**config.mk**
```make
export PLATFORM = sky130hd
export DESIGN_NAME = cache_line_fill
export DESIGN_NICKNAME = d
export VERILOG_FILES = /design/src/rtl/cache_line_fill_pkg.sv /design/src/rtl/cache_fill_beat_packer.sv /design/src/rtl/cache_line_fill.sv
export SDC_FILE = /design/constraint.sdc
export NUM_CORES = 1
export LEC_CHECK = 0
export ABC_AREA = 1
export CAP_MARGIN = 20
export CORE_AREA = 3 3 285 287
export CTS_CLUSTER_DIAMETER = 150
export DETAILED_ROUTE_END_ITERATION = 8
export DIE_AREA = 0 0 288 290
export GPL_ROUTABILITY_DRIVEN = 0
export PLACE_DENSITY = 0.66
export SYNTH_ARGS = -nofsm -noshare
export SYNTH_HDL_FRONTEND = slang
export SYNTH_SLANG_ARGS = --single-unit
```
**constraint.sdc**
```tcl
create_clock -name clk -period 13.7 [get_ports clk]
set_input_delay 1.37 -clock clk [delete_from_list [all_inputs] [get_ports clk]]
set_output_delay 1.37 -clock clk [all_outputs]
set_load 0.03 [all_outputs]
```
**src/rtl/cache_line_fill_pkg.sv**
```systemverilog
// cache_line_fill_pkg
//   Shared cache configuration for the miss-fill engine. It holds the pixel, line, beat
//   and address widths, the derived line size and beat count, and the fill FSM state
//   encoding.
//   The packed line must be an integer number of DDR beats:
//   PIXEL_BITS*CACHE_LINE_WDTH % BEAT_WDTH == 0.
package cache_line_fill_pkg;

   localparam int PIXEL_BITS      = 8;
   localparam int CACHE_LINE_WDTH = 64;
   localparam int BEAT_WDTH       = 128;
   localparam int MEM_ADDR_WDTH   = 7;
   localparam int DDR_ADDR_WDTH   = 32;

   localparam int LINE_BITS = PIXEL_BITS * CACHE_LINE_WDTH;
   localparam int BEATS     = LINE_BITS / BEAT_WDTH;

   typedef enum logic [1:0] {
      ST_IDLE  = 2'd0,
      ST_ADDR  = 2'd1,
      ST_DATA  = 2'd2,
      ST_WRITE = 2'd3
   } fill_state_e;

   // A counter for a single-beat line still needs one bit.
   function automatic int cnt_width(input int n);
      return (n > 1) ? $clog2(n) : 1;
   endfunction

endpackage

```
**src/rtl/cache_fill_beat_packer.sv**
```systemverilog
// cache_fill_beat_packer
//   Counts the accepted DDR read beats and writes each beat into its slot of the
//   line register (beat 0 is least significant). It also checks r_last against
//   the beat count.
// Ports:
//   clk, rst_n        clock, synchronous active-low reset
//   clr_i             restart the beat count (burst address accepted)
//   beat_en_i         a beat is accepted this cycle
//   beat_data_i       beat payload
//   beat_last_i       r_last marker that travels with the beat
//   line_o            assembled line (not cleared by reset)
//   line_full_o       the beat accepted this cycle completes the line
//   len_err_o         sticky: r_last did not match the final beat position
module cache_fill_beat_packer
   import cache_line_fill_pkg::*;
#(
   parameter  int BEAT_WDTH = 128,
   parameter  int BEATS     = 4,
   localparam int LINE_BITS = BEAT_WDTH * BEATS,
   localparam int CNT_W     = cnt_width(BEATS)
) (
   input  logic                 clk,
   input  logic                 rst_n,
   input  logic                 clr_i,
   input  logic                 beat_en_i,
   input  logic [BEAT_WDTH-1:0] beat_data_i,
   input  logic                 beat_last_i,
   output logic [LINE_BITS-1:0] line_o,
   output logic                 line_full_o,
   output logic                 len_err_o
);

   logic [CNT_W-1:0]     cnt_q, cnt_d;
   logic                 len_err_q, len_err_d;
   logic [LINE_BITS-1:0] line_q;
   logic                 at_last;

   assign at_last = (cnt_q == CNT_W'(BEATS - 1));

   // The count alone ends the burst. A misplaced or missing r_last only raises the error flag.
   always_comb begin
      cnt_d     = cnt_q;
      len_err_d = len_err_q;
      if (clr_i) begin
         cnt_d = '0;
      end else if (beat_en_i) begin
         cnt_d = at_last ? '0 : cnt_q + 1'b1;
         if (beat_last_i != at_last) len_err_d = 1'b1;
      end
   end

   always_ff @(posedge clk) begin
      if (!rst_n) begin
         cnt_q     <= '0;
         len_err_q <= 1'b0;
      end else begin
         cnt_q     <= cnt_d;
         len_err_q <= len_err_d;
      end
   end

   // Every slot of the line is overwritten before it is used, so this register has no reset.
   always_ff @(posedge clk) begin
      if (beat_en_i) line_q[cnt_q*BEAT_WDTH +: BEAT_WDTH] <= beat_data_i;
   end

   assign line_o      = line_q;
   assign line_full_o = beat_en_i & at_last;
   assign len_err_o   = len_err_q;

endmodule

```
**src/rtl/cache_line_fill.sv**
```systemverilog
// cache_line_fill
//   Miss-fill engine for the reference-picture cache. It takes one miss at a time
//   and issues one DDR read burst for it. It packs the returned beats into a cache
//   line and then writes that line to the data memory in a single cycle. The same
//   cycle pulses fill_done to the tag/miss controller.
// Ports:
//   clk, rst_n                     clock, synchronous active-low reset
//   miss_valid_in/miss_ready_out   miss request handshake
//   miss_ddr_addr_in               DDR byte address of the line
//   miss_line_addr_in              destination data-memory line index
//   ar_*                           DDR read address channel (len = BEATS-1)
//   r_*                            DDR read data channel
//   w_en_out/addr_out/w_data_out   data-memory line write
//   fill_done_out/fill_line_addr_out  completion pulse and line index
//   err_out                        sticky burst-length error
// Build option:
//   CACHE_FILL_BYPASS_EN adds bypass_valid_out/bypass_data_out. These carry the
//   written line to the pixel fetch stage in the write cycle.
//
// state  | meaning
// IDLE   | ready for a miss; latch address/index on accept
// ADDR   | ar_valid held with a stable address until ar_ready
// DATA   | accept beats until BEATS have been packed
// WRITE  | one-cycle line write plus fill_done pulse
module cache_line_fill
   import cache_line_fill_pkg::*;
#(
   parameter  int PIXEL_BITS      = cache_line_fill_pkg::PIXEL_BITS,
   parameter  int CACHE_LINE_WDTH = cache_line_fill_pkg::CACHE_LINE_WDTH,
   parameter  int BEAT_WDTH       = cache_line_fill_pkg::BEAT_WDTH,
   parameter  int MEM_ADDR_WDTH   = cache_line_fill_pkg::MEM_ADDR_WDTH,
   parameter  int DDR_ADDR_WDTH   = cache_line_fill_pkg::DDR_ADDR_WDTH,
   localparam int LINE_BITS       = PIXEL_BITS * CACHE_LINE_WDTH,
   localparam int BEATS           = LINE_BITS / BEAT_WDTH
) (
   input  logic                     clk,
   input  logic                     rst_n,
   input  logic                     miss_valid_in,
   output logic                     miss_ready_out,
   input  logic [DDR_ADDR_WDTH-1:0] miss_ddr_addr_in,
   input  logic [MEM_ADDR_WDTH-1:0] miss_line_addr_in,
   output logic                     ar_valid_out,
   input  logic                     ar_ready_in,
   output logic [DDR_ADDR_WDTH-1:0] ar_addr_out,
   output logic [7:0]               ar_len_out,
   input  logic                     r_valid_in,
   output logic                     r_ready_out,
   input  logic [BEAT_WDTH-1:0]     r_data_in,
   input  logic                     r_last_in,
   output logic                     w_en_out,
   output logic [MEM_ADDR_WDTH-1:0] addr_out,
   output logic [LINE_BITS-1:0]     w_data_out,
   output logic                     fill_done_out,
   output logic [MEM_ADDR_WDTH-1:0] fill_line_addr_out,
   output logic                     err_out
`ifdef CACHE_FILL_BYPASS_EN
   ,
   output logic                     bypass_valid_out,
   output logic [LINE_BITS-1:0]     bypass_data_out
`endif
);

   fill_state_e              state_q, state_d;
   logic [DDR_ADDR_WDTH-1:0] ddr_addr_q, ddr_addr_d;
   logic [MEM_ADDR_WDTH-1:0] line_addr_q, line_addr_d;
   logic [MEM_ADDR_WDTH-1:0] addr_q, addr_d;
   logic                     ar_hs;
   logic                     beat_en;
   logic                     line_full;
   logic                     len_err;
   logic [LINE_BITS-1:0]     line;

   assign ar_hs   = (state_q == ST_ADDR) & ar_ready_in;
   assign beat_en = (state_q == ST_DATA) & r_valid_in;

   always_comb begin
      state_d     = state_q;
      ddr_addr_d  = ddr_addr_q;
      line_addr_d = line_addr_q;
      addr_d      = addr_q;
      case (state_q)
         ST_IDLE: begin
            if (miss_valid_in) begin
               ddr_addr_d  = miss_ddr_addr_in;
               line_addr_d = miss_line_addr_in;
               state_d     = ST_ADDR;
            end
         end
         ST_ADDR: begin
            if (ar_ready_in) state_d = ST_DATA;
         end
         ST_DATA: begin
            // addr_out moves only here, so it keeps the last written index between fills.
            if (line_full) begin
               addr_d  = line_addr_q;
               state_d = ST_WRITE;
            end
         end
         ST_WRITE: begin
            state_d = ST_IDLE;
         end
         default: begin
            state_d = ST_IDLE;
         end
      endcase
   end

   always_ff @(posedge clk) begin
      if (!rst_n) begin
         state_q     <= ST_IDLE;
         ddr_addr_q  <= '0;
         line_addr_q <= '0;
         addr_q      <= '0;
      end else begin
         state_q     <= state_d;
         ddr_addr_q  <= ddr_addr_d;
         line_addr_q <= line_addr_d;
         addr_q      <= addr_d;
      end
   end

   cache_fill_beat_packer #(
      .BEAT_WDTH (BEAT_WDTH),
      .BEATS     (BEATS)
   ) u_packer (
      .clk         (clk),
      .rst_n       (rst_n),
      .clr_i       (ar_hs),
      .beat_en_i   (beat_en),
      .beat_data_i (r_data_in),
      .beat_last_i (r_last_in),
      .line_o      (line),
      .line_full_o (line_full),
      .len_err_o   (len_err)
   );

   assign miss_ready_out     = (state_q == ST_IDLE);
   assign ar_valid_out       = (state_q == ST_ADDR);
   assign ar_addr_out        = ar_valid_out ? ddr_addr_q : '0;
   assign ar_len_out         = ar_valid_out ? 8'(BEATS - 1) : 8'd0;
   assign r_ready_out        = (state_q == ST_DATA);
   // w_en pre-empts data-memory reads, so it must stay strictly one cycle wide.
   assign w_en_out           = (state_q == ST_WRITE);
   assign addr_out           = addr_q;
   assign w_data_out         = w_en_out ? line : '0;
   assign fill_done_out      = w_en_out;
   assign fill_line_addr_out = w_en_out ? line_addr_q : '0;
   assign err_out            = len_err;

`ifdef CACHE_FILL_BYPASS_EN
   assign bypass_valid_out = w_en_out;
   assign bypass_data_out  = w_data_out;
`endif

endmodule

```
==> reports/metrics.yaml, run 1 <==
setup_path:
  critical_path_class: "flip-flop to output port"
  critical_path_required_ps: 12330
  rr_startpoint: "u_packer.cnt_q[0]"
  cp-startpoint: "state_q[0]"
  worst_setup_path_start_kind: "flip-flop"
  worstPathArrival_ps: 3830
  cp-end-kind: "output port"
  worstPathMaxFanout: 239
power_and_ir_drop:
  switching_share: 0.3245
  peakVddDrop_uv: 120.8
  pwr-share-seq: 0.417
  totalPowerFinal_mw: 4.992
  p_int_mw: 3.372
  combPwrFrac: 0.252
  power-per-cell-area_nw_per_um2: 141.3
  clkPwrFrac: 0.331
  cellLeakagePower_nw: 16.90
  power_switching_mw: 1.620
final_layout:
  syn_to_final_growth_pct: 40.90
  multi_input_area_sq_um: 5386
  nNetsFinal: 3589
  drive_gt1_frac: 0.03730
  seqCellArea_sq_um: 16400
  utilization: 0.4478
  final_area_sq_um: 35320
  n_fill_cell: 7681
yosys:
  synth.distinct_cells: 24
  synth.largest_area_cell: "edfxtp_1"
  syn-cell-area_sq_um: 25070
  yosysTopAreaCellShare: 0.6133
  synthTopCellsByArea: "edfxtp_1 (61%), inv_1 (10%), nand2_1 (9.6%)"
  yosysSeqAreaShare: 0.6541
  ys_ff_latch: 563
  syn-instance-count: 2735
  syn_avg_cell_area_sq_um: 9.166
  yosysWarningCount: 0
timing:
  period_share: 0.3794
  slew_viol_final: 0
  rsz0062_at_grt: "no"
  finalSetupTns_ps: 0
  fmax_mhz: 192.4
  slew_headroom: 0.1832
  setup_viol: 0
  fin_crit_ps: 5198
  worst_pin_slew_ps: 1225
  hold_violations: 0
  clock_skew_ps: 19.17
floorplan:
  io_pins: 745
  core_sq_um: 78870
  die_w_um: 288
  fp.dieArea_sq_um: 83520
  die_h_um: 290
  start_util: 0.3178
  std_cell_rows: 103
global_routing:
  grt.busiest_layer: "met2"
  grt_use_met1: 0.2332
  antenna_found_initial: 7
  grt_max_degree: 240
  use_met2: 0.3321
  grt_overflow: 0
  grt_pass1_vias: 19590
  grt.met3_usage: 0.05428
  track_usage: 0.1961
  grt_pass1_wl_um: 123600
outcome:
  outcome: "complete, no violations"
routing:
  vias: 19760
  first_pass_iters: 5
  drc: 0
  routedWlPerCell_um: 18.70
  postRouteAntennaNets: 0
  wirelength_um: 84400
  drt_iter0_drc: 1356
  vias_per_cell: 4.377
clock_tree:
  cts_root_buf: "clkbuf_16"
  clkTransAtPathRegs_ps: 60
  cts_sinks: 563
  cts_resized: 0
  clk-insertion-delay-late_ps: 610
  h-tree-depth: 2
  clk_path_buf_depth: 3
  ctsHoldBuffers: 0
  cts_made_buffers: 60
  cts_tree: "built"
  cts_setup_buffers: 0
placed_design:
  placed_area_sq_um: 33310
  place_hpwl_um: 56150
  io_buffer_count: 738
worst_hold_path:
  hp-class: "flip-flop to flip-flop"
  min_from: "u_packer.len_err_o"
flow_run:
  cap_violations: 0
==> layout by cell type, fill, tap and decap left out, drive strengths merged <==
cell / netlist / layout
clkdlybuf4s50: 0 / 738
inv: 696 / 697
nand2: 638 / 638
edfxtp: 512 / 512
nor2: 474 / 474
nor3: 128 / 128
clkbuf: 43 / 68
dfxtp: 51 / 51
o21ai: 40 / 40
clkinv: 1 / 38
buf: 116 / 25
a21oi: 11 / 11
nand3: 10 / 10
ha: 10 / 10
bufinv: 0 / 7
diode: 0 / 6
conb: 1 / 6
a21boi: 1 / 1
o21a: 1 / 1
o211ai: 1 / 1
xor2: 1 / 1
clkinvlp: 0 / 1
==> registers in the layout, summed over array words and instances, names as in the netlist <==
register            flops
u_packer.len_err_o      1
line_addr_q             7
ddr_addr_q             32
u_packer.line_o       512
u_packer.cnt_q          2
addr_out                7
state_q                 2
==> routing by layer <==
layer,vias to the layer above,wire length [um],share of wire
li1,9504,-,-
met1,9270,32850,0.39
met2,830,40540,0.48
met3,153,7341,0.087
met4,2,3657,0.043
met5,-,13,0.00015
==> final cells by class <==
type,instances,share of cell area
Clock inverter,46,0.01180
Sequential cell,563,0.4642
Inverter,697,0.07414
Clock buffer,68,0.04456
Tap cell,1050,0.03720
Multi-Input combinational cell,1321,0.1525
Timing Repair Buffer,763,0.2152
Antenna cell,6,0.0004251
==> synth_stat cells (all sizes together) <==
library cell and n:
ha 10, clkbuf 43, o211ai 1, o21ai 40, nand2 638, nor2 474
nand3 10, buf 116, nor3 128, a21boi 1, edfxtp 512, conb 1
clkinv 1, inv 696, o21a 1, xor2 1, dfxtp 51, a21oi 11
==> critical path, cell delays in order (launching register included) <==
cell             delay (ps)
dfxtp_1                 420
ha_4                    670
buf_12                  650
nand2_1                 220
inv_1                   190
clkdlybuf4s50_1         690
==> metrics by stage <==
stage               hold slack (ps)  instances  setup WS, ps
floorplan                     454.9       2740          6194
finish                        458.6       4514          8502
detailed placement            449.5       4394          9204
CTS                           462.1       4508          8505
global route                  476.1       4513          8340
global placement              436.9       4394          9270
==> worst paths after layout <==
kind	endpoint	slack, ps	depth (start not counted)
setup reg to reg	u_packer.line_o[184]	10380	7
hold / removal	u_packer.len_err_o	460	2
hold reg to reg	u_packer.len_err_o	460	2
setup / recovery	w_data_out[232]	8500	5
==> cells by family after synthesis <==
family | Yosys count | share of synthesized area
AND/OR/NAND/NOR | 1250 | 0.1942
buffers and inverters | 856 | 0.1352
flip-flops | 563 | 0.6541
AO/OA/AOI/OAI | 54 | 0.01108
adder cells (fa/ha/maj) | 10 | 0.004991
XOR/XNOR | 1 | 0.0003495
other | 1 | 0.0001496
==> power by group through the flow <==
stage / Sequential (mW) / Clock [mW] / Combinational (mW)
2_1_floorplan: 2.11 / 0 / 0.748
3_3_place_gp: 2.11 / 0 / 1.25
3_5_place_dp: 2.12 / 0 / 1.27
4_1_cts: 2.08 / 1.68 / 1.27
5_1_grt: 2.09 / 1.76 / 1.35
6_report: 2.08 / 1.65 / 1.26
(Power assumes the default switching activity.)
==> run 2, diff against run 1 <==
- CORE_AREA: 3 3 285 287 -> 3 3 286 288
- DIE_AREA: 0 0 288 290 -> 0 0 289 291
- clock period: 13.7 -> 4.9 ns (I/O delays scaled with it)
==> run 2 against run 1 <==
- critical path depth grew 1
- die area increased by 0.69%
- final cell count rose by 0.38%
- largest cell class unchanged
- sequential power rose to 2.8 times the previous value
- worst setup slack lost 7300 ps
- clock skew down 3.5 ps
- cell area up 0.65%
- highest routed layer is now met4
- sequential share of layout area shrank 0.30 points
- worst hold slack worse by 11 ps
==> reports/metrics.yaml, run 2 (same netlist as run 1, synthesis figures left out) <==
routing:
  vias: 19830  # +0.35%
  wirelength_um: 83800  # -0.72%
  drt_iter0_drc: 1323  # -2.4%
  vias_per_cell: 4.376  # about the same
  first_pass_iters: 7  # +2
  postRouteAntennaNets: 0  # unchanged
  drc: 0  # unchanged
  routedWlPerCell_um: 18.49  # -1.1%
timing:
  fin_crit_ps: 3676
  slew_headroom: 0.3712  # +0.1880
  rsz0062_at_grt: "no"
  hold_violations: 0  # unchanged
  period_share: 0.7501
  slew_viol_final: 0  # unchanged
  fmax_mhz: 272.1
  setup_viol: 0  # unchanged
  clock_skew_ps: 15.66  # -3.516 ps
  worst_pin_slew_ps: 943.3  # -281.9 ps
clock_tree:
  cts_setup_buffers: 0  # unchanged
  clkTransAtPathRegs_ps: 50  # about the same
  clk_path_buf_depth: 3  # unchanged
  cts_resized: 0  # unchanged
  cts_made_buffers: 61  # +1.7%
  cts_tree: "built"
  ctsHoldBuffers: 0  # unchanged
  cts_sinks: 563  # unchanged
  clk-insertion-delay-late_ps: 620  # about the same
  cts_root_buf: "clkbuf_16"
  h-tree-depth: 2  # unchanged
final_layout:
  multi_input_area_sq_um: 5386  # unchanged
  seqCellArea_sq_um: 16400  # unchanged
  syn_to_final_growth_pct: 41.82
  n_fill_cell: 7594  # -1.1%
  largest_register_ffs: 512  # unchanged
  most-common-layout-cells: "clkdlybuf4s50_1 (738), inv_1 (693), nand2_1 (633), edfxtp_1 (512), nor2_1 (469)"
  nNetsFinal: 3608  # +0.53%
  layout.cells.most_common: "clkdlybuf4s50_1"
  utilization: 0.4493  # +0.001451
  final_area_sq_um: 35550  # +0.65%
  drive_gt1_frac: 0.04086  # +0.003559
placed_design:
  place_hpwl_um: 56470  # +0.57%
  io_buffer_count: 738  # unchanged
  placed_area_sq_um: 33640  # +0.99%
power_and_ir_drop:
  power-per-cell-area_nw_per_um2: 388.3  # +170%
  cellLeakagePower_nw: 16.99  # +0.53%
  totalPowerFinal_mw: 13.80  # +180%
  peakVddDrop_uv: 275.6  # +130%
setup_path:
  worstPathArrival_ps: 3190  # -640 ps
  r2r-end: "u_packer.line_o[448]"
  rr_startpoint: "u_packer.cnt_q[0]"
  worstPathMaxFanout: 54  # -77%
  r2r_slack_ps: 1910  # -8470 ps
  cp-startpoint: "state_q[0]"
  critical_path_class: "flip-flop to output port"
  reg2reg_depth: 6  # -1
  critPathCapture: "w_data_out[383]"
  worst_setup_path_start_kind: "flip-flop"
  cp-end-kind: "output port"
  critical_path_required_ps: 4410  # -7920 ps
global_routing:
  grt_pass1_wl_um: 123200  # -0.35%
  antenna_found_initial: 6  # -1
  track_usage: 0.1935  # -0.002620
  grt_pass1_vias: 19670  # +0.44%
  grt_overflow: 0  # unchanged
  grt_max_degree: 129  # -46%
floorplan:
  io_pins: 745  # unchanged
  std_cell_rows: 103  # unchanged
  fp.dieArea_sq_um: 84100  # +0.69%
  die_h_um: 291  # +0.34%
  start_util: 0.3168  # -0.001035
  die_w_um: 289  # +0.35%
  core_sq_um: 79130  # +0.33%
outcome:
  outcome: "complete, no violations"
worst_hold_path:
  hp-class: "flip-flop to flip-flop"
  whs_path_depth: 2  # unchanged
flow_run:
  cap_violations: 0  # unchanged
==> run 2: cell types whose count changed in the layout (fill, tap and decap cells not counted), sizes merged <==
| cell | before | now |
|---|---|---|
| buf | 25 | 43 |
| bufinv | 7 | 4 |
| clkbuf | 68 | 74 |
| clkinv | 38 | 33 |
| clkinvlp | 1 | 2 |
==> run 2: worst max-delay path: stages (launching register included) <==
cell,delay [ps]
dfxtp_1,420
ha_4,630
buf_12,310
buf_12,260
nand2_1,140
inv_1,110
clkdlybuf4s50_1,680
==> run 2: cell type report <==
type	instances	share of cell area
flip-flops and latches	563	0.4612
diodes	6	0.0004223
repair buffers	781	0.2231
well taps	1050	0.03695
inverters	697	0.07366
clock buffers	74	0.04431
multi-input cells	1321	0.1515
clock inverters	39	0.008869
==> run 2: per-stage QoR <==
step	worst slack (ps)	cells	setup TNS [ps]	hold slack, ps
after floorplan	-2133	2740	-1092160	454.9
after global placement	1837	4411	0	434.1
after detailed placement	1800	4412	0	436.6
after CTS	1127	4525	0	441.6
after global routing	985.7	4530	0	471.6
final	1224	4531	0	447.2
==> run 2: worst min path at each step <==
stage	from	end	slack, ps
floorplan	ddr_addr_q[10]	ddr_addr_q[10]	450
global placement	u_packer.len_err_o	u_packer.len_err_o	430
detailed placement	u_packer.len_err_o	u_packer.len_err_o	440
CTS	miss_ddr_addr_in[23]	ddr_addr_q[23]	440
global route	miss_ddr_addr_in[23]	ddr_addr_q[23]	470
finish	u_packer.len_err_o	u_packer.len_err_o	450
==> run 2: power by group <==
group          leakage (nW)  switching (mW)  internal [mW]
logic                  10.7            2.43           1.13
clock network         0.926            1.93           2.49
registers              5.39           0.137           5.69
total                  17.0            4.50           9.31
==> run 2: per-layer routing <==
| layer | track usage | vias up | wire length [um] |
|---|---|---|---|
| li1 | - | 9557 | - |
| met1 | 0.2395 | 9299 | 33490 |
| met2 | 0.3312 | 840 | 40720 |
| met3 | 0.04056 | 132 | 6605 |
| met5 | 0 | - | 0 |
| met4 | 0.07167 | 0 | 2977 |
==> run 3, diff against run 2 <==
- clock period: 4.9 -> 3.6 ns (I/O delays scaled with it)
==> run 3 against run 2 <==
- cell area increased by 1.5%
- critical path depth unchanged
- combinational power increased by 39%
- worst hold slack got worse by 69 ps
- register-to-register slack got worse by 1100 ps
- clock power increased by 60%
- clock-buffer cell count decreased by 4
==> reports/metrics.yaml, run 3 (same netlist as run 1, synthesis figures left out) <==
global_routing:
  grt_overflow: 0  # unchanged
  grt_pass1_vias: 20020  # +1.8%
  grt_max_degree: 111  # -14%
  antenna_found_initial: 11  # +5
  track_usage: 0.1958  # +0.002377
  grt_pass1_wl_um: 124600  # +1.2%
setup_path:
  path_delay_family: "buffers and inverters"
  critical_path_required_ps: 3240  # -1170 ps
  cp_slowest_cell: "clkdlybuf4s50_1"
  critPathMaxStageDelay_ps: 680  # about the same
  worstPathMaxFanout: 51  # -5.6%
  critical_path_class: "flip-flop to output port"
  critPathBufInv: 4  # unchanged
  cp-startpoint: "state_q[0]"
  cp-end-kind: "output port"
  r2r_slack_ps: 840  # -1070 ps
  r2r-end: "u_packer.line_o[358]"
  worstPathArrival_ps: 2820  # -370 ps
  worst_setup_path_start_kind: "flip-flop"
  reg2reg_depth: 7  # +1
  critPathCapture: "w_data_out[201]"
  rr_startpoint: "u_packer.cnt_q[0]"
  crit_chain: "ha_4 -> buf_12 -> buf_4 -> nand2_1 -> inv_1 -> clkdlybuf4s50_1"
  cp_num_cells: 6  # unchanged
timing:
  fmax_mhz: 314.9
  finalSetupTns_ps: 0  # unchanged
  rsz0062_at_grt: "no"
  setup_viol: 0  # unchanged
  clock_skew_ps: 18.57  # +2.918 ps
  fin_ws_ps: 424.8  # -799.5 ps
  slew_headroom: 0.2772  # -0.09393
  fin_crit_ps: 3175
  hold_violations: 0  # unchanged
  worst_pin_slew_ps: 1084  # +140.9 ps
  period_share: 0.8820
  slew_viol_final: 0  # unchanged
  whs_ps: 378.4  # -68.82 ps
power_and_ir_drop:
  power-per-cell-area_nw_per_um2: 552.8  # +42%
  peakVddDrop_uv: 403.4  # +46%
  cellLeakagePower_nw: 17.24  # +1.5%
  totalPowerFinal_mw: 19.94  # +44%
final_layout:
  drive_gt1_frac: 0.04963  # +0.008764
  syn_to_final_growth_pct: 43.94
  seqCellArea_sq_um: 16400  # unchanged
  nNetsFinal: 3617  # +0.25%
  n_fill_cell: 7520  # -0.97%
  largest_register_ffs: 512  # unchanged
  multi_input_area_sq_um: 5386  # unchanged
  most-common-layout-cells: "clkdlybuf4s50_1 (738), inv_1 (693), nand2_1 (633), edfxtp_1 (512), nor2_1 (469)"
  layout.cells.most_common: "clkdlybuf4s50_1"
  final_area_sq_um: 36080  # +1.5%
clock_tree:
  cts_tree: "built"
  cts_setup_buffers: 0  # unchanged
  cts_sinks: 563  # unchanged
  cts_root_buf: "clkbuf_16"
  clk-insertion-delay-late_ps: 610  # about the same
  cts_resized: 0  # unchanged
  cts_made_buffers: 61  # unchanged
  clkTransAtPathRegs_ps: 60  # about the same
  h-tree-depth: 2  # unchanged
  clk_path_buf_depth: 3  # unchanged
  ctsHoldBuffers: 0  # unchanged
worst_hold_path:
  hp-class: "input pin to flip-flop"
placed_design:
  pre_cts_ws_ps: 827.5  # -972.4 ps
  io_buffer_count: 738  # unchanged
  place_hpwl_um: 57030  # +0.99%
  placed_area_sq_um: 33780  # +0.40%
floorplan:
  start_util: 0.3168  # unchanged
  fp.dieArea_sq_um: 84100  # unchanged
  die_w_um: 289  # unchanged
  io_pins: 745  # unchanged
  die_h_um: 291  # unchanged
  std_cell_rows: 103  # unchanged
  core_sq_um: 79130  # unchanged
routing:
  first_pass_iters: 5  # -2
  vias: 20140  # +1.6%
  routedWlPerCell_um: 18.71  # +1.2%
  drt_iter0_drc: 1365  # +3.2%
  wirelength_um: 85020  # +1.5%
  vias_per_cell: 4.432  # +1.3%
  drc: 0  # unchanged
  postRouteAntennaNets: 0  # unchanged
flow_run:
  cap_violations: 0  # unchanged
outcome:
  outcome: "complete, no violations"
## run 3: cell types whose count changed in the layout (fill, tap and decap cells not counted), moves of 3 or more
cell / before / now
bufinv_16: 4 / 16
buf_12: 16 / 23
clkinv_4: 0 / 3
clkbuf_1: 13 / 3
buf_4: 26 / 29
clkinv_1: 16 / 6
## run 3: area by class of cell
class,count,area share
antenna,8,0.0005548
clock buffer,70,0.04504
clock inverter,45,0.01821
inverter,697,0.07258
multi-input combinational,1321,0.1493
sequential,563,0.4544
tap,1050,0.03641
timing repair buffer,790,0.2235
## run 3: worst min path at each step
stage / startpoint / to / slack (ps) / depth (start not counted)
detailed placement: u_packer.len_err_o / u_packer.len_err_o / 440 / 2
global route: miss_ddr_addr_in[4] / ddr_addr_q[4] / 350 / 3
floorplan: ddr_addr_q[10] / ddr_addr_q[10] / 450 / 2
global placement: u_packer.len_err_o / u_packer.len_err_o / 430 / 2
finish: miss_ddr_addr_in[11] / ddr_addr_q[11] / 380 / 3
CTS: miss_ddr_addr_in[11] / ddr_addr_q[11] / 330 / 3
## run 3: per-stage QoR
stage / util / std cells
4_1_cts: 0.4557 / 4536
3_3_place_gp: 0.4269 / 4421
6_report: 0.4560 / 4544
2_1_floorplan: - / 2740
5_1_grt: 0.4559 / 4542
3_5_place_dp: 0.4269 / 4421
## run 3: routing by layer
metal,global-route usage,vias up,part of all wire
li1,-,9568,-
met1,0.2353,9558,0.39
met2,0.3314,832,0.48
met3,0.05114,177,0.084
met4,0.08225,4,0.044
met5,0,-,0.00031
## run 3: worst register-to-register path: stages, from the launching register on
cell and delay (ps):
dfxtp_1 540, inv_2 170, ha_1 350, inv_1 90, nor2_1 380, nand2_4 490, buf_12 420, nor2_1 180
## run 3: report_power, final
part | internal (mW) | switching, mW | total, mW | leakage, nW
Combinational | 1.59 | 3.35 | 4.94 | 10.7
Clock | 4.39 | 2.72 | 7.10 | 1.12
Sequential | 7.74 | 0.163 | 7.90 | 5.39
